<file path="src/rtl/tt_uio_gpio_pkg.sv">
// tt_uio_gpio_pkg: register map constants shared by the GPIO block and its users
package tt_uio_gpio_pkg;
  localparam int NUM_REGS = 8;
  localparam logic [2:0] ADDR_DIR      = 3'd0;
  localparam logic [2:0] ADDR_OUT      = 3'd1;
  localparam logic [2:0] ADDR_IN       = 3'd2;
  localparam logic [2:0] ADDR_FLAGS    = 3'd3;
  localparam logic [2:0] ADDR_IRQ_EN   = 3'd4;
  localparam logic [2:0] ADDR_EDGE_POL = 3'd5;
  localparam logic [2:0] ADDR_EDGE_ANY = 3'd6;
  localparam logic [2:0] ADDR_RSVD     = 3'd7;
endpackage

</file>
<file path="src/rtl/tt_sync_ff.sv">
// tt_sync_ff: multi-flop synchroniser bringing asynchronous pad inputs into the clk domain
module tt_sync_ff #(
  parameter int WIDTH  = 8,
  parameter int STAGES = 2
) (
  input  logic             clk,
  input  logic             rst_n,
  input  logic [WIDTH-1:0] d,
  output logic [WIDTH-1:0] q
);
  logic [STAGES-1:0][WIDTH-1:0] sr;
  // shift the raw input through STAGES flops; the last stage is the synchronised value
  always_ff @(posedge clk)
    if (!rst_n) sr <= '0;
    else sr <= {sr[STAGES-2:0], d};
  assign q = sr[STAGES-1];
endmodule

</file>
<file path="src/rtl/tt_uio_gpio.sv">
// tt_uio_gpio: bidirectional GPIO bank with edge-flag interrupts and a small register bus
module tt_uio_gpio
  import tt_uio_gpio_pkg::*;
#(
  parameter int WIDTH       = 8,
  parameter int SYNC_STAGES = 2
) (
  input  logic             clk,
  input  logic             rst_n,
  input  logic             ena,
  input  logic [2:0]       addr,
  input  logic             wr_en,
  input  logic             rd_en,
  input  logic [WIDTH-1:0] wdata,
  output logic [WIDTH-1:0] rdata,
  input  logic [WIDTH-1:0] uio_in,
  output logic [WIDTH-1:0] uio_out,
  output logic [WIDTH-1:0] uio_oe,
  output logic             irq
);
  localparam logic [2:0] PRIME_MAX = 3'(SYNC_STAGES + 1);
  logic [WIDTH-1:0] dir, out, flags, irq_en, edge_pol, edge_any;
  logic [WIDTH-1:0] in_sync, in_prev, rise, fall, edges, w1c, rd_mux;
  logic [2:0] prime;
  logic primed;
  tt_sync_ff #(.WIDTH(WIDTH), .STAGES(SYNC_STAGES)) u_sync (
    .clk  (clk),
    .rst_n(rst_n),
    .d    (uio_in),
    .q    (in_sync)
  );
  assign uio_oe  = dir;
  assign uio_out = out;
  assign irq     = |(flags & irq_en);
  assign primed  = prime == PRIME_MAX;
  assign rise    = in_sync & ~in_prev;
  assign fall    = ~in_sync & in_prev;
  assign edges   = primed ? ~dir & ((edge_any & (rise | fall)) | (~edge_any & (edge_pol & fall | ~edge_pol & rise))) : '0;
  assign w1c     = (wr_en && addr == ADDR_FLAGS) ? wdata : '0;
  // history flop for edge detection and the post-reset prime counter
  always_ff @(posedge clk)
    if (!rst_n) begin
      in_prev <= '0;
      prime   <= '0;
    end else begin
      in_prev <= in_sync;
      prime   <= primed ? prime : prime + 3'd1;
    end
  // CPU-writable control registers, frozen while the block is disabled
  always_ff @(posedge clk)
    if (!rst_n) begin
      dir      <= '0;
      out      <= '0;
      irq_en   <= '0;
      edge_pol <= '0;
      edge_any <= '0;
    end else if (ena && wr_en) begin
      case (addr)
        ADDR_DIR:      dir      <= wdata;
        ADDR_OUT:      out      <= wdata;
        ADDR_IRQ_EN:   irq_en   <= wdata;
        ADDR_EDGE_POL: edge_pol <= wdata;
        ADDR_EDGE_ANY: edge_any <= wdata;
        default: ;
      endcase
    end
  // edge flags: a new edge outranks a simultaneous write-1-to-clear
  always_ff @(posedge clk)
    if (!rst_n) flags <= '0;
    else if (ena) flags <= (flags & ~w1c) | edges;
  // read mux over the pre-write register values
  always_comb begin
    rd_mux = '0;
    case (addr)
      ADDR_DIR:      rd_mux = dir;
      ADDR_OUT:      rd_mux = out;
      ADDR_IN:       rd_mux = in_sync;
      ADDR_FLAGS:    rd_mux = flags;
      ADDR_IRQ_EN:   rd_mux = irq_en;
      ADDR_EDGE_POL: rd_mux = edge_pol;
      ADDR_EDGE_ANY: rd_mux = edge_any;
      ADDR_RSVD:     rd_mux = '0;
      default:       rd_mux = '0;
    endcase
  end
  // registered read data, held while no read is requested
  always_ff @(posedge clk)
    if (!rst_n) rdata <= '0;
    else if (rd_en) rdata <= rd_mux;
endmodule

</file>
<file path="config.mk">
export PLATFORM = sky130hd
export DESIGN_NAME = tt_uio_gpio
export DESIGN_NICKNAME = d
export VERILOG_FILES = /design/src/rtl/tt_uio_gpio_pkg.sv /design/src/rtl/tt_sync_ff.sv /design/src/rtl/tt_uio_gpio.sv
export SDC_FILE = /design/constraint.sdc
export NUM_CORES = 1
export LEC_CHECK = 0
export ABC_AREA = 1
export CAP_MARGIN = 20
export CORE_MARGIN = 5
export CORE_UTILIZATION = 40
export CTS_BUF_LIST = sky130_fd_sc_hd__clkbuf_4 sky130_fd_sc_hd__clkbuf_8 sky130_fd_sc_hd__clkbuf_16
export DETAILED_ROUTE_END_ITERATION = 8
export GPL_TIMING_DRIVEN = 0
export PLACE_DENSITY = 0.6
export SLEW_MARGIN = 20
export SYNTH_ARGS = -nofsm -noshare
export SYNTH_HDL_FRONTEND = slang
export SYNTH_SLANG_ARGS = --single-unit
</file>
<file path="constraint.sdc">
create_clock -name clk -period 4.1 [get_ports clk]
set_input_delay 0.82 -clock clk [delete_from_list [all_inputs] [get_ports clk]]
set_output_delay 0.82 -clock clk [all_outputs]
set_load 0.005 [all_outputs]
</file>
==> impl_metrics.ini <==
[status]
outcome = finished, final reports clean

[yosys]
synthTopCellsByCount = inv_1 (90), nand2_1 (85), dfxtp_1 (83)
synth_ff_type = dfxtp_1
syn_inst = 527
synth_cell_types = 25
seq_area_frac_synth = 0.429
yosysMostFrequentCell = inv_1
synth_nets = 569
synth-edff-count = 0
synth_area_leaders = dfxtp_1 (43%), inv_1 (8.7%), a21oi_1 (8.7%), o21ai_0 (8.4%), nand2_1 (8.2%)
synth_seq_cells = 83
synth_top_area_share = 0.429
netlist_area_mm2 = 0.00387
synth_top_area_cell = dfxtp_1
async_flop_share = 0
syn_area_per_cell_um2 = 7.35
ys_warn_count = 0

[setup_path]
path_class = flop to output port
cp-startpoint = flags[2]
crit_path_start_kind = flop
worstPathArrival_ps = 1680
reg2reg_from = prime[0]
cp_max_fo = 2
reg2reg_depth = 6
cp-endpoint = irq
worstPathRequired_ps = 3280
rrSetupSlack_ps = 2570
cp-end-kind = output port
timing.rr.end = flags[3]

[sta]
fin_setup_tns_ps = 0
worst_pin_slew_ps = 695
max_slew_margin = 0.536
clock.fmax_ghz = 0.400
finalHoldViolCount = 0
skew_ps = 7.29
report.final.slew_viol_count = 0
period_share = 0.609
min_period_ps = 2500
whs_ps = 418
rsz0062_at_grt = false
setup_viol = 0

[die]
initial_core_util = 0.403
fp.dieArea_mm2 = 0.0117
die-height_um = 108
core-area_mm2 = 0.00959
ios = 49
rows = 36
die_x_um = 108

[power]
power_mw = 1.70
p_per_area_mw_per_mm2 = 360
peakVddDrop_mv = 0.167
leakagePower_nw = 2.07

[finish]
diodes = 0
stdcell_count = 722
layout-drive-gt1-share = 0.0696
syn2layout_area_growth_pct = 21.8
finalNetCount = 626

[grt]
grt_max_degree = 14
grtUsageMet1 = 0.282
grt_util_met2 = 0.342
track_usage = 0.211
grt_overflow = 0
gr-max-usage-layer = met2
grt_pass1_vias = 3403
antenna_found_initial = 0
grt_pass1_wl_mm = 18.4
gr-usage-met3 = 0.0304

[clocking]
ctsHtreeMaxLevel = 3
clockBufferDepth = 2
clk_pin_slew_ps = 80
cts-resized-gates = 0
cts_made_buffers = 9
cts_hold_buf = 0
cts_tree = yes
cts_sinks = 83
clk_latency_ps = 360
cts_setup_buffers = 0
root_buffer = clkbuf_8

[placed_design]
post-dp-hpwl_mm = 8.70
placed_cells = 706
io_buffers = 46
gp_congestion = 0.983

[route]
ant_nets = 0
finalWirelength_mm = 11.7
post_drt_wl_per_cell_um = 16.2
drc = 0
drtPass1Iterations = 5
num_vias = 3635
via_per_inst = 5.03
drtIter0Drc = 314

[min_path]
min_path_type = flop to flop

[job]
maxCapViolCount = 0
==> stage by stage <==
step | area [um2] | setup WS, ps | utilization
after floorplan | 3870 | 2240 | -
after global placement | 4500 | 1380 | 0.469
after detailed placement | 4500 | 1360 | 0.469
after CTS | 4710 | 1570 | 0.491
after global routing | 4710 | 1420 | 0.491
final | 4710 | 1600 | 0.491
==> how the worst min path moves through the flow <==
stage	depth (start not counted)	from	to	slack [ps]
floorplan	2	u_sync.sr[0]	u_sync.q[0]	390
global placement	2	u_sync.sr[0]	u_sync.q[0]	390
detailed placement	2	u_sync.sr[7]	u_sync.q[7]	400
CTS	2	u_sync.sr[7]	u_sync.q[7]	420
global route	2	u_sync.sr[1]	u_sync.q[1]	440
finish	2	u_sync.sr[0]	u_sync.q[0]	420
==> worst max-delay path, stage by stage, from the launching register on <==
cell             delay (ps)
dfxtp_1                 320
inv_1                    90
o21ai_0                  90
a221oi_1                210
nand3_1                 140
clkdlybuf4s50_1         470
==> report_power, final <==
| group | switching, mW | internal [mW] | total, mW | leakage (nW) |
|---|---|---|---|---|
| combinational | 0.114 | 0.0704 | 0.184 | 1.28 |
| sequential | 0.0215 | 0.837 | 0.859 | 0.675 |
| clock | 0.298 | 0.355 | 0.653 | 0.110 |
| total | 0.433 | 1.26 | 1.70 | 2.07 |
==> cells by family after synthesis <==
kind of cell             count (synthesis)  share of synthesized area
XOR/XNOR                                 1                    0.00226
buffers and inverters                  121                      0.126
flip-flops                              83                      0.429
adder cells (fa/ha/maj)                 18                     0.0582
AND/OR/NAND/NOR                        169                      0.208
AO/OA/AOI/OAI                          135                      0.177
==> per-layer routing <==
layer  wire, um  vias up
met3        581       18
met5          0        -
met2       5370      104
met4        281        0
met1       5470     1676
li1           -     1837
==> cell usage in the layout, fill, tap and decap left out, types with 9 or more instances in the layout <==
cell              n
a21oi_1          67
clkbuf_1         11
clkbuf_8          9
clkdlybuf4s50_1  46
dfxtp_1          83
ha_1             18
inv_1            90
nand2_1          85
nand3_1          12
nand4_1          41
nor2_1           23
o21ai_0          65
==> flip-flops by register name, summed over array words and instances, names as in the netlist <==
signal,count
uio_out,8
uio_oe,8
in_prev,8
u_sync.sr,8
edge_pol,8
rdata,8
prime,3
edge_any,8
flags,8
u_sync.q,8
irq_en,8
==> cell type report <==
class	instances	area, um2
fillers	1011	4880
multi-input cells	323	1720
flip-flops and latches	83	1660
repair buffers	46	460
inverters	95	357
well taps	133	166
clock buffers	11	139
plain buffers	26	130
clock inverters	5	77.6
Power figures use the tool's default switching activity.
